$ cat config.mk
export PLATFORM = sky130hd
export DESIGN_NAME = codec_rst_seq
export DESIGN_NICKNAME = d
export VERILOG_FILES = /design/src/rtl/codec_rst_pkg.sv /design/src/rtl/codec_rst_seq_cyc_timer.sv /design/src/rtl/codec_rst_seq.sv
export SDC_FILE = /design/constraint.sdc
export NUM_CORES = 1
export LEC_CHECK = 0
export ABC_AREA = 1
export BUFFER_PORTS_ARGS = -buffer_cell sky130_fd_sc_hd__buf_2
export CAP_MARGIN = 20
export CORE_MARGIN = 8
export CORE_UTILIZATION = 45
export CTS_CLUSTER_DIAMETER = 150
export CTS_CLUSTER_SIZE = 30
export DETAILED_ROUTE_END_ITERATION = 7
export GPL_TIMING_DRIVEN = 0
export SLEW_MARGIN = 10
export SYNTH_ARGS = -nofsm -noshare
export SYNTH_HDL_FRONTEND = slang
export SYNTH_SLANG_ARGS = --single-unit
export TNS_END_PERCENT = 5
$ cat constraint.sdc
create_clock -name clk -period 5.25 [get_ports clk]
set_input_delay 0.2625 -clock clk [delete_from_list [all_inputs] [get_ports clk]]
set_output_delay 0.2625 -clock clk [all_outputs]
set_load 0.01 [all_outputs]
$ cat src/rtl/codec_rst_pkg.sv
// Shared types and default constants for the codec reset/configuration sequencer.
package codec_rst_pkg;

    typedef enum logic [2:0] {
        IDLE   = 3'd0,
        HOLD   = 3'd1,
        SETTLE = 3'd2,
        CFG    = 3'd3,
        READY  = 3'd4,
        ERR    = 3'd5
    } seq_state_t;

    localparam int DEF_HOLD_CYC    = 1000;
    localparam int DEF_SETTLE_CYC  = 2000;
    localparam int DEF_TIMEOUT_CYC = 65535;
    localparam int DEF_MAX_RETRY   = 3;

    function automatic int max_of(input int a, input int b);
        return (a > b) ? a : b;
    endfunction

endpackage

$ cat src/rtl/codec_rst_seq_cyc_timer.sv
// Loadable down-counter; done is high while the count is zero. Saturates at zero.
module cyc_timer #(
    parameter int W = 16
) (
    input  logic         clk,
    input  logic         rst,
    input  logic         load,
    input  logic [W-1:0] load_val,
    output logic         done
);

    logic [W-1:0] cnt;

    // NOTE: sequential state is updated with non-blocking assignments so every
    // register samples the pre-edge values of its inputs.
    always_ff @(posedge clk) begin
        if (rst) begin
            cnt <= '0;
        end else if (load) begin
            cnt <= load_val;
        end else if (cnt != '0) begin
            cnt <= cnt - W'(1);
        end
    end

    assign done = (cnt == '0);

endmodule

$ cat src/rtl/codec_rst_seq.sv
// Codec power-up sequencer: reset hold, settle, configuration handshake.
// Optional CFG timeout/retry/error path enabled by defining CODEC_RST_SEQ_TIMEOUT_EN.
module codec_rst_seq
    import codec_rst_pkg::*;
#(
    parameter int HOLD_CYC    = DEF_HOLD_CYC,
    parameter int SETTLE_CYC  = DEF_SETTLE_CYC,
    parameter int TIMEOUT_CYC = DEF_TIMEOUT_CYC,
    parameter int MAX_RETRY   = DEF_MAX_RETRY
) (
    input  logic       clk,
    input  logic       rst,
    input  logic       cfg_done,
    input  logic       soft_restart,
    output logic       codec_rst_n,
    output logic       cfg_start,
    output logic       sys_ready,
    output logic       seq_err,
    output logic [2:0] state_o
);

    localparam int MAX_CYC = max_of(max_of(HOLD_CYC, SETTLE_CYC), TIMEOUT_CYC);
    localparam int CW      = $clog2(MAX_CYC + 1);

    seq_state_t    state;
    seq_state_t    next_state;
    logic          restart_req;
    logic          tmr_load;
    logic [CW-1:0] tmr_load_val;
    logic          tmr_done;

`ifdef CODEC_RST_SEQ_TIMEOUT_EN
    localparam int RW = (MAX_RETRY < 1) ? 1 : $clog2(MAX_RETRY + 1);

    logic [RW-1:0] retry;
    logic [RW-1:0] retry_next;
`endif

    assign restart_req = soft_restart && (state != IDLE);

    // NOTE: every signal driven here gets a default first, so no path through
    // the case statement can leave a value unassigned and infer a latch.
    always_comb begin
        next_state = state;
`ifdef CODEC_RST_SEQ_TIMEOUT_EN
        retry_next = retry;
`endif
        if (restart_req) begin
            next_state = HOLD;
`ifdef CODEC_RST_SEQ_TIMEOUT_EN
            retry_next = '0;
`endif
        end else begin
            case (state)
                IDLE:   next_state = HOLD;
                HOLD:   if (tmr_done) next_state = SETTLE;
                SETTLE: if (tmr_done) next_state = CFG;
                CFG: begin
                    // cfg_start is high only on the first CFG cycle; cfg_done is not trusted there.
                    if (!cfg_start && cfg_done) begin
                        next_state = READY;
                    end
`ifdef CODEC_RST_SEQ_TIMEOUT_EN
                    else if (tmr_done) begin
                        if (retry < RW'(MAX_RETRY)) begin
                            next_state = HOLD;
                            retry_next = retry + RW'(1);
                        end else begin
                            next_state = ERR;
                        end
                    end
`endif
                end
                READY:   next_state = READY;
                ERR:     next_state = ERR;
                default: next_state = IDLE;
            endcase
        end
    end

    // The timer is reloaded on every state entry, including a restart into HOLD.
    always_comb begin
        tmr_load     = (next_state != state) || restart_req;
        tmr_load_val = '0;
        case (next_state)
            HOLD:   tmr_load_val = CW'(HOLD_CYC - 1);
            SETTLE: tmr_load_val = CW'(SETTLE_CYC - 1);
`ifdef CODEC_RST_SEQ_TIMEOUT_EN
            CFG:    tmr_load_val = CW'(TIMEOUT_CYC - 1);
`endif
            default: tmr_load_val = '0;
        endcase
    end

    cyc_timer #(
        .W        (CW)
    ) u_timer (
        .clk      (clk),
        .rst      (rst),
        .load     (tmr_load),
        .load_val (tmr_load_val),
        .done     (tmr_done)
    );

    // Outputs are registered from next_state so they line up with the state register.
    always_ff @(posedge clk) begin
        if (rst) begin
            state       <= IDLE;
            codec_rst_n <= 1'b0;
            cfg_start   <= 1'b0;
            sys_ready   <= 1'b0;
        end else begin
            state       <= next_state;
            codec_rst_n <= (next_state == SETTLE) || (next_state == CFG) ||
                           (next_state == READY);
            cfg_start   <= (next_state == CFG) && (state != CFG);
            sys_ready   <= (next_state == READY);
        end
    end

`ifdef CODEC_RST_SEQ_TIMEOUT_EN
    always_ff @(posedge clk) begin
        if (rst) begin
            retry   <= '0;
            seq_err <= 1'b0;
        end else begin
            retry   <= retry_next;
            seq_err <= (next_state == ERR);
        end
    end
`else
    assign seq_err = 1'b0;
`endif

    assign state_o = state;

endmodule

==> results of run 1 <==
[state kept, by name (all words and copies together) (netlist names)]
name	cells
sys_ready	1
codec_rst_n	1
u_timer.cnt	16
cfg_start	1
state_o	3
[worst register-to-register path: cells and delay by family, from the launching register on]
kind                     cells  cell delay (ns)
flip-flops                   1             0.32
adder cells (fa/ha/maj)      1             0.19
AND/OR/NAND/NOR             12             1.19
buffers and inverters        2             0.22
[synthesized netlist by cell type, types with 2 or more instances]
cell type,n
buf_4,2
nand3_1,19
ha_1,2
dfxtp_1,22
nor4_1,5
nand3b_1,3
nand2_2,4
nand2_4,4
inv_1,22
nand4_1,6
inv_2,2
nor3_1,3
nand2_1,39
xor2_1,9
a21oi_1,4
xnor2_1,2
nor2_4,4
nor2_2,3
o21ai_1,2
nor2_1,26
[layout by cell type, fill, tap and decap left out, drive strengths merged]
cell	Yosys	final
a211oi	1	1
a21oi	4	4
a31oi	1	1
buf	3	12
bufinv	0	1
clkbuf	1	4
conb	1	1
dfxtp	22	22
ha	2	2
inv	24	24
nand2	47	47
nand3	20	20
nand3b	3	3
nand4	7	7
nor2	33	33
nor3	4	4
nor4	5	5
o21ai	3	3
o22ai	1	1
o31ai	1	1
xnor2	2	2
xor2	9	9
[cell type report]
| type | count | share of cell area [%] |
|---|---|---|
| multi-input combinational | 144 | 53.6 |
| sequential | 22 | 29.0 |
| inverter | 24 | 5.94 |
| timing repair buffer | 9 | 2.97 |
| tap | 33 | 2.72 |
| buffer | 4 | 2.23 |
| clock inverter | 1 | 1.98 |
| clock buffer | 3 | 1.49 |
[cells by family after synthesis]
logic type,count (synthesis),share of synthesized area (%)
AO/OA/AOI/OAI,11,4.91
XOR/XNOR,11,6.99
adder cells (fa/ha/maj),2,1.82
buffers and inverters,28,8.99
flip-flops,22,32.0
other,1,0.272
AND/OR/NAND/NOR,119,45.0
[through the flow]
stage	area [um2]	utilization, %
after CTS	1520	50.9
after floorplan	1380	-
after global routing	1520	50.9
after detailed placement	1460	49.2
final	1520	50.9
after global placement	1460	49.2
[final timing paths]
path	to	slack [ns]	cells after the start
max	u_timer.cnt[6]	3.21	15
min	cfg_start	0.18	2
max reg2reg	u_timer.cnt[6]	3.21	15
min reg2reg	u_timer.cnt[13]	0.58	2
[power groups by stage]
stage / Clock [mW] / Combinational (mW) / Sequential (mW)
floorplan: 0 / 0.454 / 0.259
global placement: 0 / 0.542 / 0.264
detailed placement: 0 / 0.552 / 0.266
CTS: 0.134 / 0.557 / 0.263
global route: 0.141 / 0.631 / 0.269
finish: 0.131 / 0.556 / 0.263
[metal layers]
metal,global-route usage (%),up-vias,routed length [um]
li1,-,652,-
met1,16.2,579,1440
met2,20.9,31,1410
met3,3.35,4,171
met4,3.46,0,29
met5,0,-,0
==> out/metrics.cfg, run 1 <==
[sta]
rsz0062_at_grt=no
worstMarginPinSlew_ns=0.521
hold_viol_final=0
period_needed_ns=2.04
tns_ns=0
finalCritPeriodShare_pct=38.9
fmax_ghz=0.490
setup_viol=0
hold_ws_ns=0.181
setup_slack_ns=3.21
fin_skew_ns=0.00448
max_slew_margin_pct=65.3
timing.final.max_slew_violations=0

[global_routing]
grt_pass1_wl_um=5400
antenna_found_initial=0
groute.usage.overall_pct=12.8
first_global_vias=1244
grt_start_max_net_pins=14
overflow=0

[job]
drv_cap=0

[clock_network]
htreeDepth=1
clkSinkCount=22
cts_resized=0
cts_buffer_depth=2
clkTransAtPathRegs_ns=0.13
cts_root_buffer=clkbuf_4
tritoncts=done
cts_buffers=3
clk-insertion-delay-late_ns=0.31
cts_setup_buffers=0
hold_buffers=0

[critical_path]
crit_path_end_kind=flop
cp_data_required_time_ns=5.45
max_stage_delay_ns=0.32
crit_top_cell=nand2_1
crit_type=flop to flop
path_max_fanout=7
rr_startpoint=u_timer.cnt[0]
path_cells=inv_1, ha_1, inv_1, nor2_1, nand2_1, nor2_4, nand3_1, nand2_1, nand2_1, nand3_1, nand2_1, nand2_2, nand2_1, nand2_1, nor2_1
arrival_ns=2.24
crit_family=simple AND/OR/NAND/NOR gates
crit_start=u_timer.cnt[0]
crit_path_start_kind=flop
cp_num_buf_inv=2
critPathSlowestCell=dfxtp_1

[logic_synthesis]
synth_largest_area_cell=dfxtp_1
synth_edf_count=0
synth.net_count=200
seq_area_frac_synth_pct=32.0
synth.distinct_cells=31
synth_area_leaders=dfxtp_1, nand2_1, nor2_1, nand3_1, inv_1
yosysTopAreaCellShare_pct=32.0
ys.warnings.count=0
synth_area_per_cell_um2=7.10
synthFlopType=dfxtp_1
async_flop_share_pct=0
synthCells=194
syn_area_um2=1380
synth-seq-cells=22

[finish]
multi_input_area_um2=813
nNetsFinal=214
regArea_um2=440
drive_gt1_share_pct=17.9
area_growth_pct=10.1
finalNonFillerCells=240
antenna_cells=0
fillCellCount=317

[die]
std_cell_rows=20
core_area_um2=2980
die_h_um=71.3
initial_core_util_pct=46.3
dieArea_um2=5090
num_io_pins=11
die_w_um=71.3

[placement]
preCtsSetupSlack_ns=3.23
place.gp.congestion=0.832
dp.cells=236
place_hpwl_um=2420
io_buffers=9

[route]
dr.pass1.iters=4
routedWlPerCell_um=12.7
drc=0
vias_per_cell=5.28
drtIter0Drc=50
ant_nets=0
vias=1266
wl_um=3050

[power]
internal_power_mw=0.495
power_frac_clock_pct=13.8
irDropWorstVdd_mv=0.278
p_per_area_nw_per_um2=627
total_power_mw=0.951
leakagePower_nw=0.758
power.share.switching_pct=47.9
power.switching_mw=0.456
p_seq_share_pct=27.7
p_comb_share_pct=58.5

[worst_hold_path]
hp-class=primary input to flop
worstHoldStart=rst

[outcome]
status=finished clean

(Power assumes the default switching activity.)
==> inputs of run 2 (changes only) <==
ABC_AREA = 0   (was 1)
PLACE_DENSITY = 0.65   (was not set)
clock period = 1.84 ns   (was 5.25 ns; I/O delays follow)
==> run 2 against run 1 <==
Effect of this change: combinational power fell by 68%; first-iteration DRC count rose by 92%; total power rose by 13%; register-to-register slack got worse by 3.2 ns; hold slack got worse by 0.062 ns; clock power rose to 2.9 times the previous value; utilization rose by 7.7 points; synthesized cell count fell by 25%; critical endpoint is now u_timer.cnt[15].
==> out/metrics.cfg, run 2 <==
[clock_network]
cts_buffer_depth=2
clk-insertion-delay-late_ns=0.32
clkSinkCount=22
tritoncts=done
htreeDepth=1
cts_root_buffer=clkbuf_4
cts_buffers=3
hold_buffers=0
clkTransAtPathRegs_ns=0.13

[sta]
setup_viol=0
hold_ws_ns=0.119
finalCritPeriodShare_pct=98.0
max_slew_margin_pct=66.5
rsz0062_at_grt=yes
hold_viol_final=0
fin_skew_ns=0.00523
tns_ns=0
period_needed_ns=1.80
worstMarginPinSlew_ns=0.501
fmax_ghz=0.554
setup_slack_ns=0.0364
timing.final.max_slew_violations=0

[logic_synthesis]
synth_largest_area_cell=dfxtp_1
ys.warnings.count=0
synthCells=145
yosysMostFrequentCell=dfxtp_1
synth_area_leaders=dfxtp_1, xor2_1, nor2_1, o21ai_0, and2_1
synth.net_count=151
synth_edf_count=0
synthFlopType=dfxtp_1
synth.distinct_cells=49
synthTopCellsByCount=dfxtp_1, nor2_1, o21ai_0
synth-seq-cells=22
syn_area_um2=1240
async_flop_share_pct=0
synth_area_per_cell_um2=8.54
yosysTopAreaCellShare_pct=35.6
seq_area_frac_synth_pct=35.6

[power]
p_per_area_nw_per_um2=682
irDropWorstVdd_mv=0.477
leakagePower_nw=0.597

[finish]
fillCellCount=251
area_growth_pct=27.2
final_cell_mix=dfxtp_1, nor2_1, buf_4
final_util_pct=58.6
nNetsFinal=174
antenna_cells=0
drive_gt1_share_pct=35.3
largest_reg_flops=16
top_register=u_timer.cnt
mostFrequentLayoutCell=dfxtp_1

[critical_path]
crit_path_start_kind=flop
path_max_fanout=6
r2r_slack_ns=0.04
path_cells=inv_2, ha_4, nor3b_2, and4_4, o41a_4, or2_0, buf_6, a21oi_2
crit_type=flop to flop
cp_data_required_time_ns=2.10
critPathSlowestCell=o41a_4
arrival_ns=2.07
max_stage_delay_ns=0.38
crit_family=simple AND/OR/NAND/NOR gates
crit_path_end_kind=flop
cp_num_buf_inv=2

[placement]
place_hpwl_um=2050
preCtsSetupSlack_ns=-0.242
io_buffers=7
place.gp.congestion=0.804

[route]
routedWlPerCell_um=16.2
drtIter0Drc=96
drc=0
vias_per_cell=5.76
ant_nets=0
dr.pass1.iters=4
vias=1141
wl_um=3200

[worst_hold_path]
hp-class=primary input to flop

[job]
drv_cap=0

[global_routing]
grt_pass1_wl_um=4930
grt_start_max_net_pins=14
antenna_found_initial=0
overflow=0
first_global_vias=1123
groute.usage.overall_pct=13.7

[die]
initial_core_util_pct=46.1
die_h_um=68.5
die_w_um=68.5
dieArea_um2=4690
core_area_um2=2690
std_cell_rows=19
num_io_pins=11

[outcome]
status=finished clean

## run 2: logic make-up (layout without fill, tap and decap cells)
group | after synthesis | count (layout) | synth area share, %
AND/OR/NAND/NOR | 64 | 64 | 31.2
AO/OA/AOI/OAI | 33 | 33 | 18.7
flip-flops | 22 | 22 | 35.6
buffers and inverters | 12 | 34 | 4.44
XOR/XNOR | 11 | 11 | 7.78
adder cells (fa/ha/maj) | 2 | 2 | 2.02
other | 1 | 1 | 0.303
## run 2: what timing repair did
item / CTS / global route
resized for setup: 14 / 27
endpoints found under the setup margin: 15 / 19
pin swaps: 10 / 7
setup buffers: 8 / 3
## run 2: layout make-up
class	instances	area, um2	area share [%]
multi-input combinational	111	851	54.0
sequential	22	448	28.4
timing repair buffer	18	118	7.47
buffer	9	56.3	3.57
tap	31	38.8	2.46
clock inverter	1	30.0	1.91
clock buffer	3	22.5	1.43
inverter	3	11.3	0.715
## run 2: where the power goes
group | total (mW) | internal [mW] | leakage (nW) | switching, mW
clock | 0.375 | 0.220 | 0.0279 | 0.154
combinational | 0.180 | 0.0852 | 0.388 | 0.0947
sequential | 0.520 | 0.495 | 0.181 | 0.0249
## run 2: final timing paths
check	end	startpoint	depth (start not counted)
min	state_o[2]	soft_restart	2
max reg2reg	u_timer.cnt[15]	u_timer.cnt[0]	8
min reg2reg	u_timer.cnt[15]	u_timer.cnt[15]	2
max	u_timer.cnt[15]	u_timer.cnt[0]	8
## run 2: per-stage QoR
stage	total power [mW]	cells	instance area, um2
2_1_floorplan	0.629	145	1240
3_3_place_gp	0.656	183	1310
3_5_place_dp	0.662	183	1310
4_1_cts	1.06	195	1470
5_1_grt	1.11	198	1580
6_report	1.07	198	1580
## run 2: per-layer routing
| metal | routed length [um] | up-vias | part of all wire (%) | GRT usage, % |
|---|---|---|---|---|
| li1 | - | 562 | - | - |
| met1 | 1300 | 546 | 41 | 13.9 |
| met2 | 1680 | 24 | 53 | 25.8 |
| met3 | 142 | 9 | 4.4 | 2.13 |
| met4 | 78 | 0 | 2.4 | 7.93 |
| met5 | 0 | - | 0 | 0 |
==> inputs of run 3 (changes only) <==
BUFFER_PORTS_ARGS = not set   (was -buffer_cell sky130_fd_sc_hd__buf_2)
DONT_BUFFER_PORTS = 1   (was not set)
PLACE_DENSITY = not set   (was 0.65)
==> run 3 against run 2 <==
Effect of this change: setup slack got worse by 0.033 ns; via count fell by 0.61%; wire length fell by 2.4%; largest power group unchanged.
==> out/metrics.cfg, run 3 (synthesis results as in run 2) <==
[finish]
drive_gt1_share_pct=30.2
area_growth_pct=24.1
mostFrequentLayoutCell=nor2_1
regArea_um2=454
largest_reg_flops=16
fillCellCount=229
multi_input_area_um2=817
top_register=u_timer.cnt
antenna_cells=0
nNetsFinal=169
final_cell_mix=nor2_1, dfxtp_1, buf_4

[die]
num_io_pins=11
die_h_um=68.5
dieArea_um2=4690
die_w_um=68.5
initial_core_util_pct=46.1
std_cell_rows=19
core_area_um2=2690

[critical_path]
crit_type=flop to flop
max_stage_delay_ns=0.39
crit_path_end_kind=flop
crit_family=simple AND/OR/NAND/NOR gates
cp_data_required_time_ns=2.11
path_cells=inv_4, ha_4, nor3b_2, and4_4, o41a_4, or2_0, buf_4, nor2_1
crit_path_start_kind=flop
cp_num_buf_inv=2
path_max_fanout=6
arrival_ns=2.11
critPathSlowestCell=o41a_4

[route]
drtIter0Drc=94
ant_nets=0
wl_um=3120
drc=0
dr.pass1.iters=4
routedWlPerCell_um=16.2
vias_per_cell=5.88
vias=1134

[power]
leakagePower_nw=0.569
irDropWorstVdd_mv=0.478
p_per_area_nw_per_um2=704
total_power_mw=1.08

[global_routing]
first_global_vias=1048
antenna_found_initial=0
grt_start_max_net_pins=14
overflow=0
grt_pass1_wl_um=4800
groute.usage.overall_pct=13.3

[job]
drv_cap=0

[sta]
setup_viol=0
fmax_ghz=0.544
hold_ws_ns=0.0889
fin_skew_ns=0.00456
period_needed_ns=1.84
timing.final.max_slew_violations=0
finalCritPeriodShare_pct=99.8
rsz0062_at_grt=yes
hold_viol_final=0

[placement]
place_hpwl_um=1940
place.gp.congestion=0.820
io_buffers=0

[clock_network]
clk-insertion-delay-late_ns=0.33
clkTransAtPathRegs_ns=0.14
htreeDepth=1
clkSinkCount=22
hold_buffers=0
cts_root_buffer=clkbuf_4
cts_buffer_depth=2
cts_buffers=3
tritoncts=done

[worst_hold_path]
hp-class=primary input to flop

[outcome]
status=finished clean

==> run 3: path summary, 6_finish.rpt <==
kind	from	endpoint	slack [ns]	cells after the start
setup / recovery	u_timer.cnt[1]	u_timer.cnt[4]	0.003	8
hold / removal	soft_restart	state_o[1]	0.09	2
hold reg to reg	u_timer.cnt[15]	u_timer.cnt[15]	0.53	2
setup reg to reg	u_timer.cnt[1]	u_timer.cnt[4]	0.003	8
==> run 3: repair_timing <==
action	in CTS	in global routing
setup endpoints to repair	16	19
endpoints found under the hold margin	0	0
gates resized for setup	18	25
setup buffers	8	4
pin swaps	11	7
cloned	0	1
==> run 3: stage by stage <==
step | TNS (ns) | util, % | instance area, um2 | setup slack, ns | instances
after detailed placement | -2.18 | 47.6 | 1280 | -0.215 | 176
final | 0 | 57.2 | 1540 | 0.00307 | 193
after floorplan | 0 | - | 1240 | 0.0367 | 145
after CTS | -0.524 | 53.1 | 1430 | -0.0845 | 188
after global placement | -1.76 | 47.6 | 1280 | -0.159 | 176
after global routing | -0.400 | 57.2 | 1540 | -0.0918 | 193
==> run 3: cell type report <==
type,count,area share [%]
clock buffers,3,1.46
repair buffers,13,6.51
inverters,3,0.895
flip-flops and latches,22,29.5
well taps,31,2.52
plain buffers,9,3.99
multi-input cells,111,53.1
clock inverters,1,1.95
==> run 3: routing by layer <==
layer / wire [um] / up-vias / global-route usage, %
li1: - / 557 / -
met3: 146 / 5 / 2.45
met5: 0 / - / 0
met2: 1590 / 27 / 23.8
met1: 1320 / 545 / 15.1
met4: 59 / 0 / 5.37
==> run 3: power breakdown <==
| part | internal [mW] | switching (mW) |
|---|---|---|
| combinational | 0.0838 | 0.0903 |
| sequential | 0.493 | 0.0252 |
| clock | 0.220 | 0.170 |
